`config.mk`:
```
export PLATFORM = sky130hd
export DESIGN_NAME = keccak_padder_multi
export DESIGN_NICKNAME = d
export VERILOG_FILES = /design/src/rtl/keccak_padder_multi.sv
export SDC_FILE = /design/constraint.sdc
export NUM_CORES = 2
export LEC_CHECK = 0
export CAP_MARGIN = 20
export CELL_PAD_IN_SITES_DETAIL_PLACEMENT = 1
export CELL_PAD_IN_SITES_GLOBAL_PLACEMENT = 1
export CORE_AREA = 4 4 532 534
export DETAILED_ROUTE_END_ITERATION = 8
export DIE_AREA = 0 0 536 538
export GPL_ROUTABILITY_DRIVEN = 0
export PLACE_DENSITY_LB_ADDON = 0.1
export SYNTH_ARGS = -nofsm -noshare
export SYNTH_HDL_FRONTEND = slang
export SYNTH_SLANG_ARGS = --single-unit
```
`constraint.sdc`:
```
create_clock -name clk -period 7 [get_ports clk]
set_clock_uncertainty 0.05 [all_clocks]
set_input_delay 1.05 -clock clk [delete_from_list [all_inputs] [get_ports clk]]
set_output_delay 1.05 -clock clk [all_outputs]
set_load 0.02 [all_outputs]
```
`src/rtl/keccak_padder_multi.sv`:
```
// Multi-mode Keccak padder: packs IN_W-bit message words into rate-sized blocks
// and applies SHA3 (0x06) / SHAKE (0x1F) domain separation plus the final 0x80 bit.
//
// state  | meaning
// -------+----------------------------------------------------------
// IDLE   | no message in progress; mode is sampled on the next word
// ABSORB | collecting words of the current block into slot cnt
// HOLD   | block complete, out valid and stable until f_ack
module keccak_padder_multi #(
    parameter int IN_W     = 32,
    parameter int MAX_RATE = 1344
) (
    input  logic                          clk,
    input  logic                          reset,
    input  logic [IN_W-1:0]               in,
    input  logic                          in_ready,
    input  logic                          is_last,
    input  logic [$clog2(IN_W/8)-1:0]     byte_num,
    input  logic [1:0]                    mode,
    input  logic                          f_ack,
    output logic                          buffer_full,
    output logic [MAX_RATE-1:0]           out,
    output logic                          out_ready,
    output logic                          out_last
);

    localparam int BYTES     = IN_W / 8;
    localparam int BN_W      = $clog2(BYTES);
    localparam int MAX_WORDS = MAX_RATE / IN_W;
    localparam int CNT_W     = $clog2(MAX_WORDS);
    localparam int IDX_W     = $clog2(MAX_RATE);

    typedef enum logic [1:0] {
        IDLE   = 2'd0,
        ABSORB = 2'd1,
        HOLD   = 2'd2
    } state_t;

    state_t                state_q, state_d;
    logic [CNT_W-1:0]      cnt_q, cnt_d;
    logic [MAX_RATE-1:0]   blk_q, blk_d;
    logic [1:0]            mode_q, mode_d;
    logic                  last_q, last_d;

    logic [1:0]            mode_eff;
    logic [IDX_W-1:0]      rate_m1;
    logic [CNT_W-1:0]      words_m1;
    logic [7:0]            ds;
    logic [IN_W-1:0]       word_val;
    logic [IDX_W-1:0]      word_base;

    // The first word of a message uses the live mode input; later words the latched one.
    always_comb begin
        mode_eff = (state_q == IDLE) ? mode : mode_q;
        rate_m1  = IDX_W'(1087);
        words_m1 = CNT_W'(1088 / IN_W - 1);
        ds       = 8'h06;
        case (mode_eff)
            2'd0: begin
                rate_m1  = IDX_W'(1087);
                words_m1 = CNT_W'(1088 / IN_W - 1);
                ds       = 8'h06;
            end
            2'd1: begin
                rate_m1  = IDX_W'(575);
                words_m1 = CNT_W'(576 / IN_W - 1);
                ds       = 8'h06;
            end
            2'd2: begin
                rate_m1  = IDX_W'(1343);
                words_m1 = CNT_W'(1344 / IN_W - 1);
                ds       = 8'h1F;
            end
            default: begin
                rate_m1  = IDX_W'(1087);
                words_m1 = CNT_W'(1088 / IN_W - 1);
                ds       = 8'h1F;
            end
        endcase
    end

    always_comb begin
        word_val = in;
        if (is_last) begin
            for (int k = 0; k < BYTES; k++) begin
                if (BN_W'(k) == byte_num)
                    word_val[k*8 +: 8] = ds;
                else if (BN_W'(k) > byte_num)
                    word_val[k*8 +: 8] = 8'h00;
            end
        end
    end

    assign word_base = IDX_W'(cnt_q) * IDX_W'(IN_W);

    always_comb begin
        state_d = state_q;
        cnt_d   = cnt_q;
        blk_d   = blk_q;
        mode_d  = mode_q;
        last_d  = last_q;
        case (state_q)
            IDLE, ABSORB: begin
                if (in_ready) begin
                    blk_d[word_base +: IN_W] = word_val;
                    if (state_q == IDLE)
                        mode_d = mode;
                    if (is_last) begin
                        // Slots past this word are already zero, so only the 0x80 bit remains.
                        blk_d[rate_m1] = 1'b1;
                        last_d  = 1'b1;
                        state_d = HOLD;
                        cnt_d   = '0;
                    end else if (cnt_q == words_m1) begin
                        state_d = HOLD;
                        cnt_d   = '0;
                    end else begin
                        state_d = ABSORB;
                        cnt_d   = cnt_q + 1'b1;
                    end
                end
            end
            HOLD: begin
                if (f_ack) begin
                    blk_d   = '0;
                    last_d  = 1'b0;
                    state_d = last_q ? IDLE : ABSORB;
                end
            end
            default: state_d = IDLE;
        endcase
    end

    always_ff @(posedge clk or negedge reset) begin
        if (!reset)
            state_q <= IDLE;
        else
            state_q <= state_d;
    end

    always_ff @(posedge clk or negedge reset) begin
        if (!reset) begin
            cnt_q  <= '0;
            blk_q  <= '0;
            mode_q <= 2'd0;
            last_q <= 1'b0;
        end else begin
            cnt_q  <= cnt_d;
            blk_q  <= blk_d;
            mode_q <= mode_d;
            last_q <= last_d;
        end
    end

    assign out         = blk_q;
    assign out_ready   = (state_q == HOLD);
    assign buffer_full = (state_q == HOLD);
    assign out_last    = last_q;

endmodule

```
Yosys cells after proc, flatten, opt, wreduce, memory -nomap -nowiden:

Index checks and enable logic that the tools add are counted.

* add/subtract/negate cells: 2
* magnitude comparators: 6
* equal/unequal tests: 11
* shift-type cells: 2
* mux-type cells: 32
* bitwise logic cells: 1
* reduce and logical (&&, ||, !) cells: 11

Operators with widths (number)
* 2-to-1 mux 1344 bit: 3
* one-hot mux 1344 bit (2 select lines): 1
* bitwise mux 1344 bit: 1
* OR 1344 bit: 1
* variable shift 32 x 13 -> 1344 bit, first input constant: 1
* variable part select 32 x 13 -> 1344 bit: 1
* 2-to-1 mux 8 bit: 8
* 2-to-1 mux 32 bit: 1
* one-hot mux 11 bit (2 select lines): 1
* negator 11 -> 13 bit: 1
* < comparator 11 x 12 -> 1 bit, second input constant: 1
* 2-to-1 mux 6 bit: 2
* one-hot mux 6 bit (2 select lines): 1
* demux 1 bit (select 11 bit): 1
* greater-or-equal comparator 11 x 1 -> 1 bit, second input constant: 1
* 2-to-1 mux 2 bit: 5
* adder 6 x 1 -> 6 bit, second input constant: 1
* == test 6 bit: 1
* zero test 2 bit: 3
* != test 2 bit, second input constant: 3
* 2-to-1 mux 1 bit: 5
* 2-to-1 mux 5 bit: 1
* == test 2 x 1 -> 1 bit, second input constant: 2
* == test 2 bit, first input constant: 2
* 12 further kinds: 17

* register bits after elaboration: 1355
* input port bits: 41
* logic and storage cells: 70

Longest topological paths before layout:

* word-level depth: 13
* depth in mapped cells: 12
* depth with buffers taken out: 9

Worst setup path before layout:

No wires, ideal clock.

* kind: in2reg
* start: in mode[1]
* end: reg state_q[0]
* setup time: 135 ps
* data arrival time: 3471 ps
* required time: 6815 ps
* slack: 3344 ps
* cell stages on the path: 9
* path buffers: 1
* cell sequence: or3b_2 > and2_1 > clkbuf_1 > ha_1 > or3b_2 > a2111oi_0 > nor2_1 > mux2i_1 > o22ai_1

* longest elaborated chain between the ends: 8
* elaborated cells between the ends (all ways): 9
* those cells by class: 3 x eq/ne; 6 x mux

Ends and longest elaborated chain
* start, declared: line 19 `input logic [1:0] mode,`
* 2-to-1 mux 2 bit *
* == test 2 bit or == test 2 x 1 -> 1 bit (tied branches): line 58 `case (mode_eff)`
* one-hot mux 6 bit (2 select lines) *: line 58
* == test 6 bit *: line 114 `end else if (cnt_q == words_m1) begin`
* 2-to-1 mux 2 bit *: line 114
* 2-to-1 mux 2 bit *: line 108 `if (is_last) begin`
* 2-to-1 mux 2 bit *: line 104 `if (in_ready) begin`
* one-hot mux 2 bit (2 select lines) *: line 102 `case (state_q)`
* end signal, assigned: line 138 `state_q <= state_d;`
* end, declared: line 39 `state_t state_q, state_d;`

Mark *: on every way between the ends. The rest lies on a longest branch, timed or not. The select of a mux whose other input is x is not followed.
A chain may end at the register's enable or synchronous reset.

Worst setup path in the final report:

* start: in is_last
* end: reg blk_q[672] (netlist: out[672])

* longest elaborated chain between the ends: 7

Ends and longest elaborated chain
* start, declared: line 17 `input logic is_last,`
* 2-to-1 mux 32 bit: line 84 `if (is_last) begin`
* variable part select 32 x 13 -> 1344 bit: line 105 `blk_d[word_base +: IN_W] = word_val;`
* bitwise mux 1344 bit: line 105
* OR 1344 bit (no line)
* 2-to-1 mux 1344 bit *: line 108
* 2-to-1 mux 1344 bit *: line 104
* one-hot mux 1344 bit (2 select lines) *: line 102
* end signal, assigned: line 149 `blk_q <= blk_d;`
* end, declared: line 41 `logic [MAX_RATE-1:0] blk_q, blk_d;`

Marked as above.

==> metrics.txt <==
fin crit share=0.671; Sw Ratio=0.323; row cnt=194; H-tree lvl count=4; area of the multi-input gates=17,600 um2; Root Driver=clkbuf_16; DP Area=71,500 um2; drt drc=0; Routed WL=347 mm; flop2flop setup slack=2.34 ns; sequential fraction of the synthesis area=0.645; vias per cell=4.58; yosys warns=0; hold-fix buffers at CTS=0; ys async rst share=1.00; final hold vios=0; top cell type's share of synthesized area=0.645; share of cells above drive strength 1=0.105; Clk pwr share=0.421; CTS sink cnt=1,355; initial antenna violation count=49; CP startpoint kind=input port; NumNets Final=5,569; gr ovfl total=0; DR WL/cell=36.9 um; relative slew slack=0.239; Die W=536 um; Synth Area per Inst=12.4 um2; Worst Path Max Fanout=22; Worst-Skew Late Latency=0.85 ns; fin. max-slew vios=0; core footprint=278,000 um2; Power Density=288 nW/um2; DP Cell Count=9,067; Final setup viols=0; unrepaired setup endpoints after global routing=no; fin crit period=4.69 ns; CTS tree=yes; Worst-path clk slew=0.06 ns; critical path arrival=5.36 ns; R2R Path Start=cnt_q[1]; Num CTS Buffers=177; synthesized flop and latch total=1,355; Die Area=288,000 um2; Routed Antenna Nets=0; part of the power in registers=0.383; Synth area leader=dfrtp_1; Worst Setup SP=is_last; largest cells by area after synthesis=dfrtp_1, mux2i_1, o2bb2ai_1; leakage power=33.7 nW; post-CTS resize count=0; sequential cell area=33,900 um2; post-detail-place hpwl=241 mm; Setup CP Type=input port to flip-flop; Post-Synthesis Cells=4,245; Initial DRT Pass Iterations=5; fin cells=9,402; Syn Nets=4,292; Synth-to-Final Area Change=47.3%; Worst setup EP type=flip-flop; RR Endpoint=out[530]; peak supply drop=163 uV; Total Routing Usage GR=0.232; chip height=538 um; area of the mapped netlist=52,600 um2; EDFF count, synth=0; crit path capture=out[672]; global-route wire length before repair=457 mm; Ports=1,388; design area=77,500 um2; initial DRC count=2,670; pin count of the biggest net entering global routing=181; Filler cells=30,300; Initial Util=0.189; Comb pwr share=0.196; status=complete, no violations; Sum Neg Setup Slack=0 ns; max cap viols=0; Netlist cell types=63; post-CTS setup buffers=0; measured slew at the worst slew-check pin=1.14 ns; FF-to-FF path depth=8; CTS Buffer Depth=4; vias in the first global route=45,400; Worst Path Required=7.66 ns; P_sw=7.22 mW; vias after detailed routing=43,000; Internal=15.1 mW; worst hold path class=input port to async pin; Main synth FF type=dfrtp_1; fmax=213 MHz; Port Buffer Count=1,387
## cell usage in the layout (no fill, tap or decap), types with 10 or more instances in the layout
cell type        count
buf_12              11
inv_1               10
clkbuf_1            46
nand3_1            142
and2_1              13
nor3_1              17
o22ai_2             30
bufinv_16           10
a22o_1             289
clkbuf_8            42
clkinv_2            21
nor2_1              34
mux2i_1            435
a21oi_4             19
o21ai_0            137
a32o_1              52
nand2_1            627
buf_4              151
nand2_2             16
a21oi_1             10
clkdlybuf4s50_1   1386
o22ai_1             72
o2bb2ai_1          342
clkbuf_16          180
dfrtp_1           1355
diode_2             20
## kinds of logic after synthesis
kind of cell / after synthesis / synth area share
xor gates and xnor gates: 3 / 0.000500
and+or+nand+nor: 947 / 0.0770
adders and majority gates: 6 / 0.00143
muxes: 436 / 0.0830
AOI/OAI and AO/OA: 1030 / 0.158
DFF: 1355 / 0.645
buffers and inverters: 468 / 0.0360
## per-layer routing
layer / part of all wire / track usage / vias to the layer above
li1: - / - / 17800
met1: 0.41 / 0.286 / 23200
met2: 0.47 / 0.381 / 1607
met3: 0.087 / 0.0819 / 392
met4: 0.033 / 0.0713 / 0
met5: 0 / 0 / -
## power groups by stage
stage | sequential (mW) | clock, mW | combinational, mW
floorplan | 9.16 | 0 | 1.24
global placement | 8.69 | 0 | 4.44
detailed placement | 8.69 | 0 | 4.47
CTS | 8.56 | 9.72 | 4.48
global route | 8.61 | 10.0 | 4.61
finish | 8.56 | 9.40 | 4.37
## through the flow
| stage | setup WS, ns | util | hold WS [ns] | total power, mW |
|---|---|---|---|---|
| finish | 2.31 | 0.278 | 0.0858 | 22.3 |
| global route | 2.06 | 0.278 | 0.0846 | 23.2 |
| floorplan | 3.34 | - | 0.394 | 10.4 |
| CTS | 2.30 | 0.278 | 0.100 | 22.8 |
| detailed placement | 1.34 | 0.257 | 0.422 | 13.2 |
| global placement | 1.45 | 0.257 | 0.405 | 13.1 |
## synth_stat cells, types with 3 or more instances
library cell,n
dfrtp_1,1355
nand2_1,643
mux2i_1,435
clkbuf_1,362
o2bb2ai_1,342
a22o_1,289
nand3_1,148
o21ai_0,145
o22ai_1,72
buf_2,63
a32o_1,53
nor2_1,40
a21oi_1,31
o22ai_2,30
nor3_1,22
and2_1,19
buf_1,19
nor2b_1,13
a31oi_1,11
nand2b_1,11
inv_1,10
o21ai_1,10
buf_4,9
o21a_1,9
a21o_1,8
and3_1,8
nand4_1,8
ha_1,6
or2_2,6
or3_1,6
nor3_2,5
a21boi_0,4
nand3b_1,4
nor3b_1,4
o211ai_1,4
a21boi_1,3
buf_6,3
nor4_1,3
or3b_2,3
## critical path, cell delays in order
cell,delay (ns)
clkdlybuf4s50_1,1.03
nand2b_2,0.63
nor2_2,1.00
nand2_1,0.48
o21ai_4,0.30
buf_4,0.56
o21ai_0,0.21
## worst min path at each step
stage | from | to | slack, ns | cells after the start
4_1_cts | reset | out[466] | 0.10 | 1
5_1_grt | reset | out[467] | 0.08 | 1
3_3_place_gp | mode_q[1] | mode_q[1] | 0.40 | 2
2_1_floorplan | mode_q[1] | mode_q[1] | 0.39 | 2
6_report | reset | out[466] | 0.09 | 1
3_5_place_dp | mode_q[1] | mode_q[1] | 0.42 | 2
## flip-flops by register name, indices dropped and copies added (netlist names)
| name | flops |
|---|---|
| out | 1344 |
| cnt_q | 6 |
| out_last | 1 |
| mode_q | 2 |
| state_q | 2 |
## area by class of cell
cell class | count | area share
diodes | 20 | 0.000646
inverters | 12 | 0.000581
repair buffers | 1554 | 0.198
clock buffers | 268 | 0.0678
clock inverters | 47 | 0.00785
flip-flops and latches | 1355 | 0.438
well taps | 3724 | 0.0602
multi-input cells | 2422 | 0.227
Note: power is estimated with default switching activity, not from simulation.
